===== config.mk =====
export PLATFORM = sky130hd
export DESIGN_NAME = awg_param_ctrl
export DESIGN_NICKNAME = d
export VERILOG_FILES = /design/src/rtl/awg_pkg.sv /design/src/rtl/key_debounce.sv /design/src/rtl/awg_param_ctrl.sv
export SDC_FILE = /design/constraint.sdc
export NUM_CORES = 1
export LEC_CHECK = 0
export CELL_PAD_IN_SITES_DETAIL_PLACEMENT = 1
export CELL_PAD_IN_SITES_GLOBAL_PLACEMENT = 2
export CORE_AREA = 2 2 135 137
export CTS_CLUSTER_DIAMETER = 50
export DETAILED_ROUTE_END_ITERATION = 7
export DIE_AREA = 0 0 137 139
export PLACE_DENSITY = 0.9
export SLEW_MARGIN = 20
export SYNTH_ARGS = -nofsm -noshare
export SYNTH_HDL_FRONTEND = slang
export SYNTH_HIERARCHICAL = 1
export SYNTH_SLANG_ARGS = --single-unit

===== constraint.sdc =====
create_clock -name clk -period 4.87 [get_ports clk]
set_input_delay 0.487 -clock clk [delete_from_list [all_inputs] [get_ports clk]]
set_output_delay 0.487 -clock clk [all_outputs]
set_load 0.05 [all_outputs]

===== src/rtl/awg_pkg.sv =====
`timescale 1ns/1ps
`default_nettype none
// ============================================================================
// Module   : awg_pkg
// Brief    : Shared waveform/field codes and control-word widths for the AWG
// Revision : 1.0 - initial release
// ============================================================================
package awg_pkg;

    localparam int FREQ_W  = 14;
    localparam int AMP_W   = 8;
    localparam int PHASE_W = 8;

    localparam logic [4:0] WAVE_SAW = 5'd0;
    localparam logic [4:0] WAVE_TRI = 5'd1;
    localparam logic [4:0] WAVE_SQR = 5'd2;
    localparam logic [4:0] WAVE_SIN = 5'd3;
    localparam logic [4:0] WAVE_OFF = 5'd10;

    localparam logic [1:0] FIELD_FREQ  = 2'd0;
    localparam logic [1:0] FIELD_AMP   = 2'd1;
    localparam logic [1:0] FIELD_PHASE = 2'd2;

    typedef enum logic [1:0] {
        KEY_MODE = 2'd0,
        KEY_SEL  = 2'd1,
        KEY_UP   = 2'd2,
        KEY_DOWN = 2'd3
    } key_idx_e;

    function automatic logic [4:0] next_wave(input logic [4:0] cur);
        logic [4:0] nxt;
        case (cur)
            WAVE_SAW: nxt = WAVE_TRI;
            WAVE_TRI: nxt = WAVE_SQR;
            WAVE_SQR: nxt = WAVE_SIN;
            WAVE_SIN: nxt = WAVE_OFF;
            default:  nxt = WAVE_SAW;
        endcase
        return nxt;
    endfunction

    function automatic logic [1:0] next_field(input logic [1:0] cur);
        logic [1:0] nxt;
        case (cur)
            FIELD_FREQ: nxt = FIELD_AMP;
            FIELD_AMP:  nxt = FIELD_PHASE;
            default:    nxt = FIELD_FREQ;
        endcase
        return nxt;
    endfunction

endpackage
`default_nettype wire


===== src/rtl/key_debounce.sv =====
`timescale 1ns/1ps
`default_nettype none
// ============================================================================
// Module   : key_debounce
// Brief    : 2-flop synchronizer, counter debouncer and one-cycle press pulse
// Revision : 1.0 - initial release
// ============================================================================
module key_debounce #(
    parameter int DEBOUNCE_CYCLES = 500000
) (
    input  logic clk,
    input  logic rst_n,
    input  logic key_n,
    output logic level,
    output logic press
);

    localparam int c_cnt_w = (DEBOUNCE_CYCLES > 1) ? $clog2(DEBOUNCE_CYCLES) : 1;
    localparam logic [c_cnt_w-1:0] c_cnt_last = c_cnt_w'(DEBOUNCE_CYCLES - 1);

    logic               r_sync1;
    logic               r_sync2;
    logic               r_vld1;
    logic               r_vld2;
    logic               r_armed;
    logic               r_level;
    logic               r_level_d;
    logic               r_press;
    logic [c_cnt_w-1:0] r_cnt;

    // r_armed only sets once a genuine released sample has come through the
    // synchronizer, so a key held across reset cannot produce a press.
    always_ff @(posedge clk or negedge rst_n) begin
        if (!rst_n) begin
            r_sync1   <= 1'b1;
            r_sync2   <= 1'b1;
            r_vld1    <= 1'b0;
            r_vld2    <= 1'b0;
            r_armed   <= 1'b0;
            r_level   <= 1'b1;
            r_level_d <= 1'b1;
            r_press   <= 1'b0;
            r_cnt     <= '0;
        end else begin
            r_sync1   <= key_n;
            r_sync2   <= r_sync1;
            r_vld1    <= 1'b1;
            r_vld2    <= r_vld1;
            if (r_vld2 && r_sync2) begin
                r_armed <= 1'b1;
            end
            if (r_sync2 == r_level) begin
                r_cnt <= '0;
            end else if (r_cnt == c_cnt_last) begin
                r_level <= ~r_level;
                r_cnt   <= '0;
            end else begin
                r_cnt <= r_cnt + c_cnt_w'(1);
            end
            r_level_d <= r_level;
            r_press   <= r_armed & r_level_d & ~r_level;
        end
    end

    assign level = r_level;
    assign press = r_press;

endmodule
`default_nettype wire


===== src/rtl/awg_param_ctrl.sv =====
`timescale 1ns/1ps
`default_nettype none
// ============================================================================
// Module   : awg_param_ctrl
// Brief    : Front-panel key handling, waveform/field FSMs and parameter edits
// Revision : 1.0 - initial release
// ============================================================================
module awg_param_ctrl
    import awg_pkg::*;
#(
    parameter int                 DEBOUNCE_CYCLES = 500000,
    parameter logic [FREQ_W-1:0]  FREQ_STEP       = 14'd16,
    parameter logic [FREQ_W-1:0]  FREQ_MIN        = 14'd1,
    parameter logic [FREQ_W-1:0]  FREQ_MAX        = 14'd16383,
    parameter logic [AMP_W-1:0]   AMP_STEP        = 8'd8,
    parameter logic [PHASE_W-1:0] PHASE_STEP      = 8'd4
) (
    input  logic               clk,
    input  logic               rst_n,
    input  logic               key_mode_n,
    input  logic               key_sel_n,
    input  logic               key_up_n,
    input  logic               key_down_n,
    output logic [4:0]         state,
    output logic [FREQ_W-1:0]  state_freq,
    output logic [AMP_W-1:0]   state_amp,
    output logic [PHASE_W-1:0] state_phase,
    output logic [1:0]         sel_field
);

    logic [3:0] w_keys_n;
    logic [3:0] w_level;
    logic [3:0] w_press;
    logic [3:0] w_pulse;

    assign w_keys_n = {key_down_n, key_up_n, key_sel_n, key_mode_n};

    for (genvar gi = 0; gi < 4; gi++) begin : g_key
        key_debounce #(
            .DEBOUNCE_CYCLES(DEBOUNCE_CYCLES)
        ) u_key_debounce (
            .clk   (clk),
            .rst_n (rst_n),
            .key_n (w_keys_n[gi]),
            .level (w_level[gi]),
            .press (w_press[gi])
        );
    end

    // A press only counts while the debounced key is still down.
    assign w_pulse = w_press & ~w_level;

    logic                     w_up;
    logic                     w_dn;
    logic [FREQ_W:0]          w_freq_sum;
    logic signed [FREQ_W+1:0] w_freq_diff;
    logic [FREQ_W-1:0]        w_freq_up;
    logic [FREQ_W-1:0]        w_freq_dn;
    logic [AMP_W:0]           w_amp_sum;
    logic [AMP_W-1:0]         w_amp_up;
    logic [AMP_W-1:0]         w_amp_dn;

    logic [4:0]               r_state;
    logic [FREQ_W-1:0]        r_freq;
    logic [AMP_W-1:0]         r_amp;
    logic [PHASE_W-1:0]       r_phase;
    logic [1:0]               r_sel;

    assign w_up = w_pulse[KEY_UP] & ~w_pulse[KEY_DOWN];
    assign w_dn = w_pulse[KEY_DOWN] & ~w_pulse[KEY_UP];

    always_comb begin
        w_freq_sum  = {1'b0, r_freq} + {1'b0, FREQ_STEP};
        w_freq_diff = $signed({2'b00, r_freq}) - $signed({2'b00, FREQ_STEP});
        w_freq_up   = (w_freq_sum > {1'b0, FREQ_MAX}) ? FREQ_MAX : w_freq_sum[FREQ_W-1:0];
        w_freq_dn   = (w_freq_diff < $signed({2'b00, FREQ_MIN})) ? FREQ_MIN
                                                                 : w_freq_diff[FREQ_W-1:0];
        w_amp_sum   = {1'b0, r_amp} + {1'b0, AMP_STEP};
        w_amp_up    = w_amp_sum[AMP_W] ? {AMP_W{1'b1}} : w_amp_sum[AMP_W-1:0];
        w_amp_dn    = (r_amp < AMP_STEP) ? '0 : r_amp - AMP_STEP;
    end

    // Edits use the field selected before a coincident sel press takes effect.
    always_ff @(posedge clk or negedge rst_n) begin
        if (!rst_n) begin
            r_state <= WAVE_SAW;
            r_freq  <= FREQ_MIN;
            r_amp   <= {AMP_W{1'b1}};
            r_phase <= '0;
            r_sel   <= FIELD_FREQ;
        end else begin
            if (w_pulse[KEY_MODE]) begin
                r_state <= next_wave(r_state);
            end
            if (w_pulse[KEY_SEL]) begin
                r_sel <= next_field(r_sel);
            end
            if (w_up) begin
                case (r_sel)
                    FIELD_FREQ:  r_freq  <= w_freq_up;
                    FIELD_AMP:   r_amp   <= w_amp_up;
                    FIELD_PHASE: r_phase <= r_phase + PHASE_STEP;
                    default: ;
                endcase
            end else if (w_dn) begin
                case (r_sel)
                    FIELD_FREQ:  r_freq  <= w_freq_dn;
                    FIELD_AMP:   r_amp   <= w_amp_dn;
                    FIELD_PHASE: r_phase <= r_phase - PHASE_STEP;
                    default: ;
                endcase
            end
        end
    end

    assign state       = r_state;
    assign state_freq  = r_freq;
    assign state_amp   = r_amp;
    assign state_phase = r_phase;
    assign sel_field   = r_sel;

endmodule
`default_nettype wire


==> results.toml <==
[outcome]
outcome = "finished clean"

[setup_path]
rrSetupSlack_ns = 1.83
worstPathBufferInverterCount = 2
path_cells = "nand2b_1 -> ha_1 -> buf_4 -> clkinv_1 -> ha_1 -> a21o_1 -> a21o_1 -> a21oi_1 -> nand2_1 -> o211ai_1 -> xor2_1"
r2r_cells = 11
startpoint = "g_key[3].u_key_debounce/level"
critPathMaxFanout = 23
worstPathRequired_ns = 5.22
critPathKind = "flip-flop to flip-flop"
cpLargestDelayFamily = "compound AO/OA/AOI/OAI gates"
crit_path_max_incr_delay_ns = 0.57
worstSetupEndpoint = "state_phase[7]"
endpoint_kind = "flip-flop"
cp-start-kind = "flip-flop"
cp.depth = 11
crit_path_top_delay_cell = "dfstp_2"
r2r-end = "state_phase[7]"
r2r-start = "g_key[3].u_key_debounce/level"
cp.arrival_ns = 3.38

[yosys]
synth_area_leader_cell = "dfrtp_1"
synth_area_per_cell_um2 = 9.58
ys.flop_type = "dfrtp_1"
synth-seq-cells = 137
netlist.area_leader.share_pct = 40.0
synthTopCellsByArea = "dfrtp_1, dfstp_2, xnor2_1"
synth_edf_count = 0
synth_common_cells = "dfrtp_1, nor2_1, nand2_1, xnor2_1, a21oi_1"
netlist_instances = 744
yosysMostFrequentCell = "dfrtp_1"
yosysWarnings = 6
synth-seq-area-share_pct = 48.5
synth-async-reset-ratio_pct = 100
synth_area_um2 = 7130
yosysUniqueCellTypes = 68

[routing]
avgViaCountPerCell = 5.48
antenna_left = 0
finalWirelength_um = 16900
wl_per_cell_um = 16.6
drt_iter0_markers = 246
drc = 0
route.vias.total = 5580
dr.pass1.iters = 4

[power_and_ir_drop]
vdd_drop_max_v = 0.000240
power.density_nw_per_um2 = 315
p_leak_nw = 3.23

[clock_network]
ctsHoldBuffers = 0
cts.reportedPaths.clkPinSlew_ns = 0.07
cts_sinks = 137
numCtsBuffers = 17
insertion_delay_ns = 0.42
post_cts_buffers = 0
clockBufferDepth = 2
cts_tree = "done"
root_buffer = "clkbuf_16"
cts-resized-gates = 0
htree_levels = 4

[placement]
pre_cts_ws_ns = 1.89
place_congestion = 0.820
place_hpwl_um = 11600
portBuffers = 38

[global_routing]
grt_overflow = 0
antenna_found_initial = 0
grt_pass1_wl_um = 29100
grt_max_degree = 90
grt_pass1_vias = 6008
track_usage_pct = 19.1

[floorplanning]
dieArea_um2 = 19000
fp.dieH_um = 139
initial_core_util_pct = 40.4
die_x_um = 137
core-area_um2 = 17700
ios = 43
rows = 49

[final_layout]
syn2layout_area_growth_pct = 16.2
diodes = 0
layout-drive-gt1-share_pct = 12.7
final_nets = 797
finish.utilization_pct = 46.9

[timing]
max_freq_mhz = 329
fin_tns_setup_ns = 0
worst_pin_slew_ns = 0.822
setup_slack_ns = 1.83
rsz0062_at_grt = "no"
fin_worst_skew_ns = 0.0103
max-slew-margin-rel_pct = 45.2
setup_viol = 0
hold_violations = 0
slew_viol_final = 0
finalCritPeriodShare_pct = 62.4
post-route-min-period_ns = 3.04

[worst_hold_path]
hold_path_class = "input pin to async pin"

[run]
maxCapViolCount = 0
-- flip-flops by register name, indices dropped and copies added, names as in the netlist --
register,cells
g_key.u_key_debounce/r_cnt,76
g_key.u_key_debounce/r_level_d,4
g_key.u_key_debounce/press,4
g_key.u_key_debounce/level,4
sel_field,2
g_key.u_key_debounce/r_vld2,4
g_key.u_key_debounce/r_armed,4
g_key.u_key_debounce/r_sync1,4
state,3
g_key.u_key_debounce/r_sync2,4
state_freq,12
g_key.u_key_debounce/r_vld1,4
state_amp,6
state_phase,6
-- power by group --
part           switching (mW)  internal [mW]
Clock                   0.515          0.858
Sequential             0.0127           1.16
Combinational          0.0510         0.0157
Total                   0.579           2.03
-- per-layer routing --
| metal | wire length (um) | global-route usage [%] | vias up |
|---|---|---|---|
| met4 | 246 | 6.62 | 0 |
| met5 | 0 | 0 | - |
| li1 | - | - | 2665 |
| met2 | 8680 | 32.4 | 87 |
| met1 | 7450 | 23.7 | 2807 |
| met3 | 521 | 4.35 | 21 |
-- metrics by stage --
| stage | hold WS (ns) | cells | area [um2] | power [mW] |
|---|---|---|---|---|
| after floorplan | 0.191 | 747 | 7140 | 1.22 |
| after global placement | 0.332 | 986 | 7660 | 1.25 |
| after detailed placement | 0.339 | 986 | 7660 | 1.26 |
| after CTS | 0.164 | 1018 | 8280 | 2.65 |
| after global routing | 0.193 | 1018 | 8280 | 2.70 |
| final | 0.141 | 1018 | 8280 | 2.61 |
-- logic make-up after synthesis --
logic type                 Yosys count  synth area share, %
xor gates and xnor gates            64                 7.86
other                                5                0.263
DFF                                137                 48.5
and+or+nand+nor                    336                 24.6
buffers and inverters               63                 4.32
muxes                                7                 1.09
adders and majority gates           15                 2.74
AOI/OAI and AO/OA                  117                 10.7
-- layout make-up --
class | instances | area [um2]
clock buffer | 17 | 425
clock inverter | 15 | 199
fill | 2015 | 9370
inverter | 28 | 105
multi-input combinational | 547 | 3380
sequential | 137 | 3460
tap | 229 | 287
timing repair buffer | 45 | 434
-- how the worst min path moves through the flow --
stage / endpoint / slack (ns)
2_1_floorplan: g_key[0].u_key_debounce/press / 0.19
3_3_place_gp: g_key[3].u_key_debounce/r_vld2 / 0.33
3_5_place_dp: g_key[0].u_key_debounce/r_vld2 / 0.34
4_1_cts: state_freq[8] / 0.16
5_1_grt: state_freq[8] / 0.19
6_report: g_key[2].u_key_debounce/r_cnt[17] / 0.14
-- cell usage in the layout (no fill, tap or decap), types with 7 or more instances in the layout --
master,netlist,routed
nor4_1,18,18
clkbuf_16,0,17
xnor2_1,46,46
a21o_1,7,7
a21oi_1,35,35
dfrtp_1,114,114
inv_1,27,27
buf_4,10,7
or3_1,15,15
nor3_1,22,22
ha_1,14,14
nand4_1,19,19
nand3_2,9,9
clkdlybuf4s50_1,0,37
o21ai_0,24,24
or4_1,12,12
xor2_1,18,18
o31ai_1,8,8
nand2_1,73,73
nor2_1,101,101
dfstp_2,23,23
conb_1,5,8
nand3_1,29,29
a31oi_1,8,8
(Power assumes the default switching activity.)
